==> src/rtl/spif_pkg.sv <==
// Shared packet-format constants and serialiser state type for the SpiNNaker
// interface TX paths.
package spif_pkg;

  localparam int PACKET_BITS = 72;
  localparam int WORD_BITS   = 32;
  localparam int HDR_BITS    = 8;
  localparam int KEY_LSB     = 8;
  localparam int PAYLOAD_LSB = 40;
  localparam int HDR_PLD_BIT = 1;
  localparam int HDR_PAR_BIT = 0;

  typedef enum logic [1:0] {
    IDLE = 2'd0,
    HDR  = 2'd1,
    KEY  = 2'd2,
    PLD  = 2'd3
  } ser_state_t;

endpackage

==> src/rtl/pkt_parity_gen.sv <==
// Combinational header rewrite: parity bit chosen so the ones-count over the
// transmitted fields (header, key, payload when present) is odd.
module pkt_parity_gen #(
  parameter int PACKET_BITS = 72,
  parameter bit GEN_PARITY  = 1'b1
) (
  input  logic [PACKET_BITS-1:0] i_pkt,
  output logic [7:0]             o_hdr
);
  import spif_pkg::*;

  logic w_long;
  logic w_rest_par;

  assign w_long = i_pkt[HDR_PLD_BIT];

  // Parity of every transmitted bit except the parity bit itself.
  assign w_rest_par = (^i_pkt[HDR_BITS-1:HDR_PAR_BIT+1])
                    ^ (^i_pkt[PAYLOAD_LSB-1:KEY_LSB])
                    ^ (w_long & (^i_pkt[PACKET_BITS-1:PAYLOAD_LSB]));

  always_comb begin
    o_hdr = i_pkt[HDR_BITS-1:0];
    if (GEN_PARITY) begin
      o_hdr[HDR_PAR_BIT] = ~w_rest_par;
    end
  end

endmodule

==> src/rtl/pkt_tx_serialiser.sv <==
// Serialises one routed 72-bit packet into 2 (short) or 3 (long) 32-bit words
// with a registered valid/ready output stage and a completed-packet counter.
module pkt_tx_serialiser #(
  parameter int PACKET_BITS = 72,
  parameter int WORD_BITS   = 32,
  parameter bit GEN_PARITY  = 1'b1
) (
  input  logic                   clk,
  input  logic                   reset,
  input  logic [PACKET_BITS-1:0] pkt_in_data_in,
  input  logic                   pkt_in_vld_in,
  output logic                   pkt_in_rdy_out,
  output logic [WORD_BITS-1:0]   word_data_out,
  output logic                   word_last_out,
  output logic                   word_vld_out,
  input  logic                   word_rdy_in,
  output logic [31:0]            pkt_cnt_out,
  output spif_pkg::ser_state_t   dbg_state_out
);
  import spif_pkg::*;

  // Handshakes: a transfer happens on a clock edge where valid && ready.
  // Once word_vld_out is high, data/last hold until word_rdy_in is seen.

  ser_state_t             r_state, w_nxt_state;
  logic                   r_long;
  logic [WORD_BITS-1:0]   r_key, r_pld;
  logic [WORD_BITS-1:0]   r_word_data, w_nxt_data;
  logic                   r_word_last, w_nxt_last;
  logic                   r_word_vld, w_nxt_vld;
  logic [31:0]            r_cnt;
  logic [7:0]             w_hdr;
  logic                   w_hs, w_done, w_accept;

  pkt_parity_gen #(
    .PACKET_BITS (PACKET_BITS),
    .GEN_PARITY  (GEN_PARITY)
  ) u_parity (
    .i_pkt (pkt_in_data_in),
    .o_hdr (w_hdr)
  );

  always_comb begin
    w_hs           = r_word_vld && word_rdy_in;
    w_done         = w_hs && r_word_last;
    pkt_in_rdy_out = reset && ((r_state == IDLE) || w_done);
    w_accept       = pkt_in_vld_in && pkt_in_rdy_out;
    w_nxt_state    = r_state;
    w_nxt_data     = r_word_data;
    w_nxt_last     = r_word_last;
    w_nxt_vld      = r_word_vld;

    case (r_state)
      HDR: begin
        if (w_hs) begin
          w_nxt_state = KEY;
          w_nxt_data  = r_key;
          w_nxt_last  = !r_long;
        end
      end
      KEY: begin
        if (w_hs && r_long) begin
          w_nxt_state = PLD;
          w_nxt_data  = r_pld;
          w_nxt_last  = 1'b1;
        end
      end
      default: ;
    endcase

    // Last word leaving: go idle unless the next packet is taken this cycle.
    if (w_done) begin
      w_nxt_state = IDLE;
      w_nxt_vld   = 1'b0;
      w_nxt_last  = 1'b0;
    end

    if (w_accept) begin
      w_nxt_state = HDR;
      w_nxt_data  = {{(WORD_BITS-8){1'b0}}, w_hdr};
      w_nxt_last  = 1'b0;
      w_nxt_vld   = 1'b1;
    end
  end

  always_ff @(posedge clk) begin
    if (!reset) begin
      r_state     <= IDLE;
      r_word_data <= '0;
      r_word_last <= 1'b0;
      r_word_vld  <= 1'b0;
      r_cnt       <= '0;
      r_long      <= 1'b0;
      r_key       <= '0;
      r_pld       <= '0;
    end else begin
      r_state     <= w_nxt_state;
      r_word_data <= w_nxt_data;
      r_word_last <= w_nxt_last;
      r_word_vld  <= w_nxt_vld;
      if (w_done) begin
        r_cnt <= r_cnt + 32'd1;
      end
      if (w_accept) begin
        r_long <= pkt_in_data_in[HDR_PLD_BIT];
        r_key  <= pkt_in_data_in[PAYLOAD_LSB-1:KEY_LSB];
        r_pld  <= pkt_in_data_in[PACKET_BITS-1:PAYLOAD_LSB];
      end
    end
  end

  assign word_data_out = r_word_data;
  assign word_last_out = r_word_last;
  assign word_vld_out  = r_word_vld;
  assign pkt_cnt_out   = r_cnt;
  assign dbg_state_out = r_state;

endmodule

==> config.mk <==
export PLATFORM = sky130hd
export DESIGN_NAME = pkt_tx_serialiser
export DESIGN_NICKNAME = d
export VERILOG_FILES = /design/src/rtl/spif_pkg.sv /design/src/rtl/pkt_parity_gen.sv /design/src/rtl/pkt_tx_serialiser.sv
export SDC_FILE = /design/constraint.sdc
export NUM_CORES = 1
export LEC_CHECK = 0
export BUFFER_PORTS_ARGS = -buffer_cell sky130_fd_sc_hd__buf_2
export CORE_MARGIN = 1.5
export CORE_UTILIZATION = 40
export DETAILED_ROUTE_END_ITERATION = 7
export PLACE_DENSITY = 0.63
export SETUP_SLACK_MARGIN = 0.4
export SLEW_MARGIN = 20
export SYNTH_ARGS = -nofsm -noshare
export SYNTH_HDL_FRONTEND = slang
export SYNTH_SLANG_ARGS = --single-unit
==> constraint.sdc <==
create_clock -name clk -period 2 [get_ports clk]
set_clock_uncertainty 0.1 [all_clocks]
set_input_delay 0 -clock clk [delete_from_list [all_inputs] [get_ports clk]]
set_output_delay 0 -clock clk [all_outputs]
set_load 0.03 [all_outputs]
==> flow_summary_export.csv <==
group,metric,value,unit
pwr,power_leakage,4.61,nW
critical_path,path_max_fanout,5,
die,top_level_ports,145,
detailed_routing,wl_per_cell,19.1,um
critical_path,critPathMaxStageDelay,0.38,ns
placed_design,dpl.hpwl,10800,um
global_route,grt_max_degree,55,
global_route,grt_pass1_wl,30600,um
cts,cts_tree,"done",
timing,grt_setup_unrepaired,"yes",
global_route,gr-usage-all-layers,24.6,%
global_route,antenna_found_initial,2,
synthesis,yosys.area.top_type,"dfxtp_1",
synthesis,synth_nets,778,
cts,htreeDepth,4,
critical_path,rrSetupSlack,0.06,ns
detailed_routing,vias,6321,
synthesis,synthDominantCellAreaShare,44.5,%
die,die-area,15700,sq um
synthesis,yosysSeqAreaShare,44.5,%
die,start_util,41.0,%
synthesis,avgSynthCellArea,8.57,sq um
critical_path,cp.arrival,2.19,ns
synthesis,synth_warnings,0,
cells_and_area,area_growth,75.2,%
timing,tightest_slew,0.469,ns
timing,fin_crit_sh,96.9,%
status,outcome,"finished, final reports clean",
cells_and_area,fin_area,10500,sq um
critical_path,startpoint_type,"flop",
timing,fin_crit,1.94,ns
detailed_routing,dr.pass1.iters,5,
critical_path,cp_cell_sequence,"and4_4 > nand4_1 > nor3_4 > buf_6 > nand4_4 > or3_1 > a21boi_1",
cells_and_area,num-fill-cells,963,
timing,slew_violations,0,
min_path,worstHoldPathType,"input port to flop",
cts,cts.sinks,133,
die,fp.dieW,125,um
die,die_y,125,um
cts,clock_path_buffers,2,
cells_and_area,layout_common_cells,"141 x buf_2, 115 x dfxtp_1, 96 x nand2_1",
cts,numCtsBuffers,17,
critical_path,reg2regPathDepth,7,
cells_and_area,finalNetCount,1063,
synthesis,synth.distinct_cells,35,
critical_path,crit_path_start,"pkt_cnt_out[6]",
critical_path,worstReg2RegEnd,"pkt_cnt_out[26]",
detailed_routing,wl,22600,um
critical_path,worstSetupEndpoint,"pkt_cnt_out[26]",
critical_path,r2r-start,"pkt_cnt_out[6]",
synthesis,synthCells,698,
timing,maxClockFrequency,516,MHz
critical_path,critical_path_class,"flop to flop",
cts,cts_root_buffer,"clkbuf_16",
die,core.rowCount,44,
synthesis,synth_area_leaders,"dfxtp_1 44%, xnor2_1 12%, nand2_1 11%",
cells_and_area,mostFrequentLayoutCell,"buf_2",
die,core-area,14600,sq um
detailed_routing,drc,0,
detailed_routing,dr.first_iter.drc_count,423,
cts,clk_pin_slew_worst_paths,0.06,ns
pwr,peakVddDrop,0.000646,V
timing,maxSlewHeadroom,68.7,%
critical_path,cp.required,2.25,ns
placed_design,gp_congestion,0.785,
global_route,grt_pass1_vias,5935,
cells_and_area,drive_above_1_share,46.0,%
synthesis,ys_ff_latch,133,
placed_design,portBuffers,143,
timing,hold_violations,0,
synthesis,syn_area,5980,sq um
flow_run,drv_cap,0,
cts,insertion_delay,0.43,ns
global_route,grt.overflow.total,0,
critical_path,end_kind,"flop",
detailed_routing,antenna_left,0,
detailed_routing,avgViaCountPerCell,5.35,
pwr,total_power,7.87,mW
placed_design,placed_cell_area,7180,sq um
critical_path,crit_slowest_cell,"or3_1",
pwr,power.density,751,nW/um^2
timing,setup-violations-final,0,
-- synth_stat cells (all sizes together) --
library cell and instances:
o211ai 7, nand3b 2, nand4 7, o21ai 9, a22oi 1, buf 12
dfxtp 133, xnor3 1, o2111ai 1, a211oi 25, and4 3, and3 5
xor2 11, inv 4, a21boi 14, nor2 30, nand2 169, or3 6
and2b 1, xnor2 81, o21a 1, mux2i 33, ha 4, and2 27
clkbuf 31, nand3 77, nor3 3
-- final cells by class --
| cell class | count | area [sq um] | share of cell area [%] |
|---|---|---|---|
| Multi-Input combinational cell | 521 | 4010 | 38.2 |
| Clock inverter | 7 | 42.5 | 0.406 |
| Inverter | 4 | 17.5 | 0.167 |
| Timing Repair Buffer | 306 | 2950 | 28.1 |
| Clock buffer | 25 | 517 | 4.93 |
| Tap cell | 184 | 230 | 2.20 |
| Antenna cell | 2 | 5.00 | 0.0477 |
| Sequential cell | 133 | 2720 | 25.9 |
-- critical path: cells and delay by family, from the launching register on --
kind            cells  cell delay (ns)
compound gates      1             0.13
buf+inv             1             0.14
flops               1             0.34
simple gates        5             1.14
-- layer usage --
| metal | vias to the layer above | part of all wire (%) | track usage (%) |
|---|---|---|---|
| met5 | - | 0 | 0 |
| met3 | 72 | 6.0 | 5.73 |
| met1 | 3030 | 42 | 30.4 |
| met2 | 280 | 49 | 41.3 |
| li1 | 2939 | - | - |
| met4 | 0 | 3.6 | 9.76 |
-- how the worst min path moves through the flow --
| stage | depth (start not counted) | slack, ns | start | to |
|---|---|---|---|---|
| after floorplan | 2 | -0.001 | pkt_in_data_in[8] | r_key[0] |
| after global placement | 3 | 0.11 | pkt_in_data_in[50] | r_pld[10] |
| after detailed placement | 3 | 0.12 | pkt_in_data_in[46] | r_pld[6] |
| after CTS | 4 | 0.0007 | pkt_in_vld_in | r_pld[29] |
| after global routing | 4 | 0.08 | pkt_in_vld_in | r_pld[29] |
| final | 4 | 0.07 | pkt_in_vld_in | r_pld[29] |
-- where the power goes --
part	switching, mW	internal (mW)
sequential	0.129	2.81
clock	1.17	1.78
combinational	0.993	0.978
total	2.29	5.58
-- kinds of logic after synthesis --
family | after synthesis | share of synthesized area [%]
AND/OR/NAND/NOR | 330 | 25.3
flip-flops | 133 | 44.5
XOR/XNOR | 93 | 13.8
AO/OA/AOI/OAI | 58 | 6.92
buffers and inverters | 47 | 3.09
multiplexers | 33 | 5.52
adder cells (fa/ha/maj) | 4 | 0.836
-- metrics by stage --
step                std cells  TNS (ns)  hold slack [ns]  util, %  setup slack [ns]
detailed placement        998   -0.0479            0.116     49.2           -0.0270
global route             1181   -0.0241           0.0771     71.9           -0.0138
global placement          998         0            0.114     49.2            0.0202
finish                   1182         0           0.0717     71.9            0.0629
floorplan                 698         0         -0.00105        -            0.0153
CTS                      1141         0         0.000694     64.0             0.115
-- what timing repair did --
item	in CTS	in global routing
hold endpoints to repair	80	0
cloned	16	19
resized for setup	60	177
pin swaps	19	107
hold buffers	73	0
buffers inserted	22	20
endpoints found under the setup margin	37	121
-- sequential cells by signal (all words and copies together), names as in the netlist --
| name | cells |
|---|---|
| pkt_cnt_out | 32 |
| r_key | 32 |
| r_pld | 32 |
| word_data_out | 32 |
| dbg_state_out | 2 |
| r_long | 1 |
| word_last_out | 1 |
| word_vld_out | 1 |
(Power assumes the default switching activity.)
